<file path="config.mk">
export PLATFORM = sky130hd
export DESIGN_NAME = wh_matrix_arb
export DESIGN_NICKNAME = d
export VERILOG_FILES = /design/src/rtl/wh_matrix_arb.sv
export SDC_FILE = /design/constraint.sdc
export NUM_CORES = 1
export LEC_CHECK = 0
export CAP_MARGIN = 20
export CORE_MARGIN = 5
export CORE_UTILIZATION = 45
export CTS_CLUSTER_DIAMETER = 100
export CTS_CLUSTER_SIZE = 25
export DETAILED_ROUTE_END_ITERATION = 8
export PLACE_DENSITY = 0.74
export SLEW_MARGIN = 15
export SYNTH_ARGS = -nofsm -noshare
export SYNTH_HDL_FRONTEND = slang
export SYNTH_SLANG_ARGS = --single-unit
export TNS_END_PERCENT = 1
</file>
<file path="constraint.sdc">
create_clock -name clk_i -period 2.65 [get_ports clk_i]
set_clock_uncertainty 0.15 [all_clocks]
set_input_delay 0.53 -clock clk_i [delete_from_list [all_inputs] [get_ports clk_i]]
set_output_delay 0.53 -clock clk_i [all_outputs]
set_load 0.05 [all_outputs]
</file>
<file path="src/rtl/wh_matrix_arb.sv">
// Least-recently-served matrix arbiter with wormhole locking: grant held from head to tail flit.
// Latency: combinational grant (0 cycles); priority and lock state update on the accepting edge.
// Backpressure: ack_i low holds the current grant and freezes all state; no preemption while locked.
module wh_matrix_arb #(
    parameter int unsigned IN_N    = 5,
    parameter int unsigned LOCK_EN = 1,
    localparam int         IDX_W   = (IN_N > 2) ? $clog2(IN_N) : 1
) (
    input  logic             clk_i,
    input  logic             rst_ni,
    input  logic [IN_N-1:0]  req_i,
    input  logic [IN_N-1:0]  last_i,
    input  logic             ack_i,
    output logic [IN_N-1:0]  grant_oh_o,
    output logic [IDX_W-1:0] grant_o,
    output logic             grant_vld_o,
    output logic             locked_o
);

    typedef enum logic {
        IDLE   = 1'b0,
        LOCKED = 1'b1
    } state_t;

    state_t            state_q;
    logic [IDX_W-1:0]  owner_q;
    logic [IN_N-1:0]   owner_oh;
    logic [IN_N-1:0]   win;
    logic              transfer;
    logic              last_g;
    logic              rel;

    // m[i][j] = 1 means i beats j; only the upper triangle holds flops
    logic              m [IN_N][IN_N];

    for (genvar i = 0; i < IN_N; i++) begin : g_row
        assign m[i][i] = 1'b0;
        for (genvar j = i + 1; j < IN_N; j++) begin : g_col
            logic cell_q;

            // On release the granted channel drops below every other channel
            always_ff @(posedge clk_i or negedge rst_ni) begin
                if (!rst_ni) begin
                    cell_q <= 1'b1;
                end else if (rel) begin
                    if (grant_oh_o[i]) begin
                        cell_q <= 1'b0;
                    end else if (grant_oh_o[j]) begin
                        cell_q <= 1'b1;
                    end
                end
            end

            assign m[i][j] = cell_q;
            assign m[j][i] = ~cell_q;
        end
    end

    always_comb begin
        win = '0;
        for (int i = 0; i < IN_N; i++) begin
            logic beaten;
            beaten = 1'b0;
            for (int j = 0; j < IN_N; j++) begin
                if (req_i[j] && m[j][i]) begin
                    beaten = 1'b1;
                end
            end
            win[i] = req_i[i] & ~beaten;
        end
    end

    always_comb begin
        owner_oh = '0;
        for (int i = 0; i < IN_N; i++) begin
            owner_oh[i] = (owner_q == IDX_W'(i));
        end
    end

    // While locked, only the owner can be granted, and only when it is requesting
    assign grant_oh_o  = (state_q == LOCKED) ? (owner_oh & req_i) : win;
    assign grant_vld_o = |grant_oh_o;

    always_comb begin
        grant_o = '0;
        for (int i = 0; i < IN_N; i++) begin
            if (grant_oh_o[i]) begin
                grant_o = IDX_W'(i);
            end
        end
    end

    assign transfer = grant_vld_o & ack_i;
    assign last_g   = |(last_i & grant_oh_o);
    assign rel      = transfer & (last_g | (LOCK_EN == 0));

    always_ff @(posedge clk_i or negedge rst_ni) begin
        if (!rst_ni) begin
            state_q <= IDLE;
            owner_q <= '0;
        end else begin
            case (state_q)
                IDLE: begin
                    if (transfer && !rel) begin
                        state_q <= LOCKED;
                        owner_q <= grant_o;
                    end
                end
                LOCKED: begin
                    if (rel) begin
                        state_q <= IDLE;
                    end
                end
                default: state_q <= IDLE;
            endcase
        end
    end

    assign locked_o = (state_q == LOCKED);

endmodule
</file>
==> results.yml <==
clock_tree:
  cts-root-buf: "clkbuf_4"
  clock_latency_ns: 0.29
  clock_path_buffers: 2
  tritoncts: "built"
  cts_made_buffers: 3
  htreeDepth: 1
  cts.sinks: 14
  clk_pin_slew_worst_paths_ns: 0.08
  holdBufCountCts: 0
global_routing:
  antenna_found_initial: 0
  grt_pass1_wl_um: 4560
  grt_pass1_vias: 994
  grt_util_all_layers: 0.217
  overflow: 0
  grt_max_degree: 15
timing:
  setup_viol: 1
  max_slew_margin: 0.594
  fin_crit_sh: 1.05
  maxSlewViolCount: 0
  rsz0062_at_grt: "true"
  final.setup.tns_ns: -0.130
  max_freq_ghz: 0.360
  period_needed_ns: 2.78
  layout_setup_ws_ns: -0.130
  hold_slack_ns: 0.352
  worst_pin_slew_ns: 0.607
  finalHoldViolations: 0
place:
  io_buffer_count: 22
  pre_cts_ws_ns: -0.486
  gp_congestion: 0.982
  hpwl_um: 2220
  postPlaceCellArea_um2: 1420
  place_inst: 163
cells_and_area:
  final_common_cell: "buf_4"
  final_core_util: 0.770
  syn2layout_area_growth_pct: 65.5
  drive_gt1_frac: 0.517
  nNetsFinal: 157
  layout_common_cells: "buf_4, dfstp_2, nand3_1, o21a_1, clkdlybuf4s50_1"
  final_area_um2: 1500
  diodes: 0
  n_fill_cell: 135
  instances_no_fill: 170
floorplanning:
  die_area_um2: 3000
  start_util: 0.465
  die_w_um: 54.8
  fp-row-count: 16
  ios: 23
  fp.coreArea_um2: 1940
  die_h_um: 54.8
flow_run:
  cap_violations: 0
drt:
  wire_per_inst_um: 17.1
  route.top_layer_used: "met4"
  first_pass_iters: 4
  wl_met3_um: 132
  drc_errors: 0
  vias: 981
  via_per_inst: 5.77
  route.met2.wl_um: 1540
  antenna_left: 0
  drt_iter0_markers: 46
  drt-met1-wl_um: 1140
  drt_wl_total_um: 2900
synth:
  synth_seq_cells: 14
  yosysWarnings: 0
  yosysTopAreaCell: "dfstp_2"
  ys.flop_type: "dfstp_2"
  synth_area_um2: 903
  synth.distinct_cells: 40
  async_reset_ff_frac: 1.00
  synthCells: 94
  avgSynthCellArea_um2: 9.61
  synth_seq_area_share: 0.402
  synth_edf_count: 0
  synth_top_area_frac: 0.291
  synth_area_leaders: "dfstp_2, dfrtp_1, o21a_1"
  synth.net_count: 107
power:
  p_leak_nw: 0.645
  powerDensity_nw_per_um2: 1080
  ir_drop_mv: 0.637
  total_power_mw: 1.61
outcome:
  outcome: "finished, violations left"
  violations: "setup timing"
hold_path:
  hp-class: "flop to flop"
setup_path:
  cp.arrival_ns: 2.10
  cp_max_fo: 2
  startpoint_type: "flop"
  critPathRequiredTime_ns: 1.97
  path_class: "flop to primary output"
  endpoint_kind: "primary output"
sequential cells by signal, indices dropped and copies added (netlist names), named ones only:
signal              flops
g_row.g_col.cell_q     10
owner_q                 3
cell families (layout without fill, tap and decap cells):
family	after synthesis	in the layout	share of synthesized area
muxes	4	4	0.0554
buffers and inverters	9	58	0.0416
DFF	14	14	0.402
and+or+nand+nor	37	37	0.252
AOI/OAI and AO/OA	30	30	0.249
critical path, cell delays in order (launching register included):
cell	delay (ns)
dfstp_2	0.54
a22o_1	0.17
a2111oi_2	0.07
o21a_4	0.20
or2_4	0.22
or4_4	0.44
buf_8	0.17
Yosys cell counts, types with 3 or more instances:
library cell   n
dfrtp_1        4
nand3_1        9
dfstp_2       10
nand2_1        5
a22oi_1        3
inv_1          7
o21a_1         9
nand2b_1       4
final timing paths:
check	start	endpoint	slack [ns]	depth (start not counted)
worst max register to register	g_row[0].g_col[2].cell_q$_DFFE_PN1P_	owner_q[1]$_DFFE_PN0P_	0.14	8
max in group asynchronous	rst_ni	asynchronous set/reset pin	1.46	1
worst min register to register	g_row[0].g_col[1].cell_q$_DFFE_PN1P_	g_row[0].g_col[1].cell_q$_DFFE_PN1P_	0.35	2
worst max-delay path	g_row[0].g_col[2].cell_q$_DFFE_PN1P_	grant_vld_o	-0.13	6
min in group asynchronous	rst_ni	owner_q[0]$_DFFE_PN0P_	0.46	1
worst min-delay path	g_row[0].g_col[1].cell_q$_DFFE_PN1P_	g_row[0].g_col[1].cell_q$_DFFE_PN1P_	0.35	2
final cells by class:
| class | instances | area (µm²) | share of cell area |
|---|---|---|---|
| Tap cell | 27 | 33.8 | 0.0226 |
| Sequential cell | 14 | 364 | 0.244 |
| Clock buffer | 4 | 26.3 | 0.0176 |
| Inverter | 8 | 32.5 | 0.0218 |
| Timing Repair Buffer | 46 | 465 | 0.311 |
| Multi-Input combinational cell | 71 | 573 | 0.383 |
report_power, final:
part | leakage, nW | switching [mW] | internal, mW | total [mW]
sequential | 0.154 | 0.0954 | 0.359 | 0.455
combinational | 0.476 | 0.518 | 0.507 | 1.02
clock | 0.0150 | 0.0750 | 0.0587 | 0.134
routing by layer:
metal | track usage | vias up
li1 | - | 456
met2 | 0.404 | 39
met1 | 0.238 | 477
met3 | 0.0354 | 9
met4 | 0.0913 | 0
met5 | 0 | -
timing repair:
| item | 4_1_cts | 5_1_grt |
|---|---|---|
| resized for setup | 13 | 5 |
| gates cloned | 0 | 0 |
| setup buffers | 3 | 0 |
| setup endpoints to repair | 9 | 6 |
| endpoints found under the hold margin | 0 | 0 |
| pin swaps | 3 | 1 |
No activity file was read; power rests on OpenSTA's default activity.
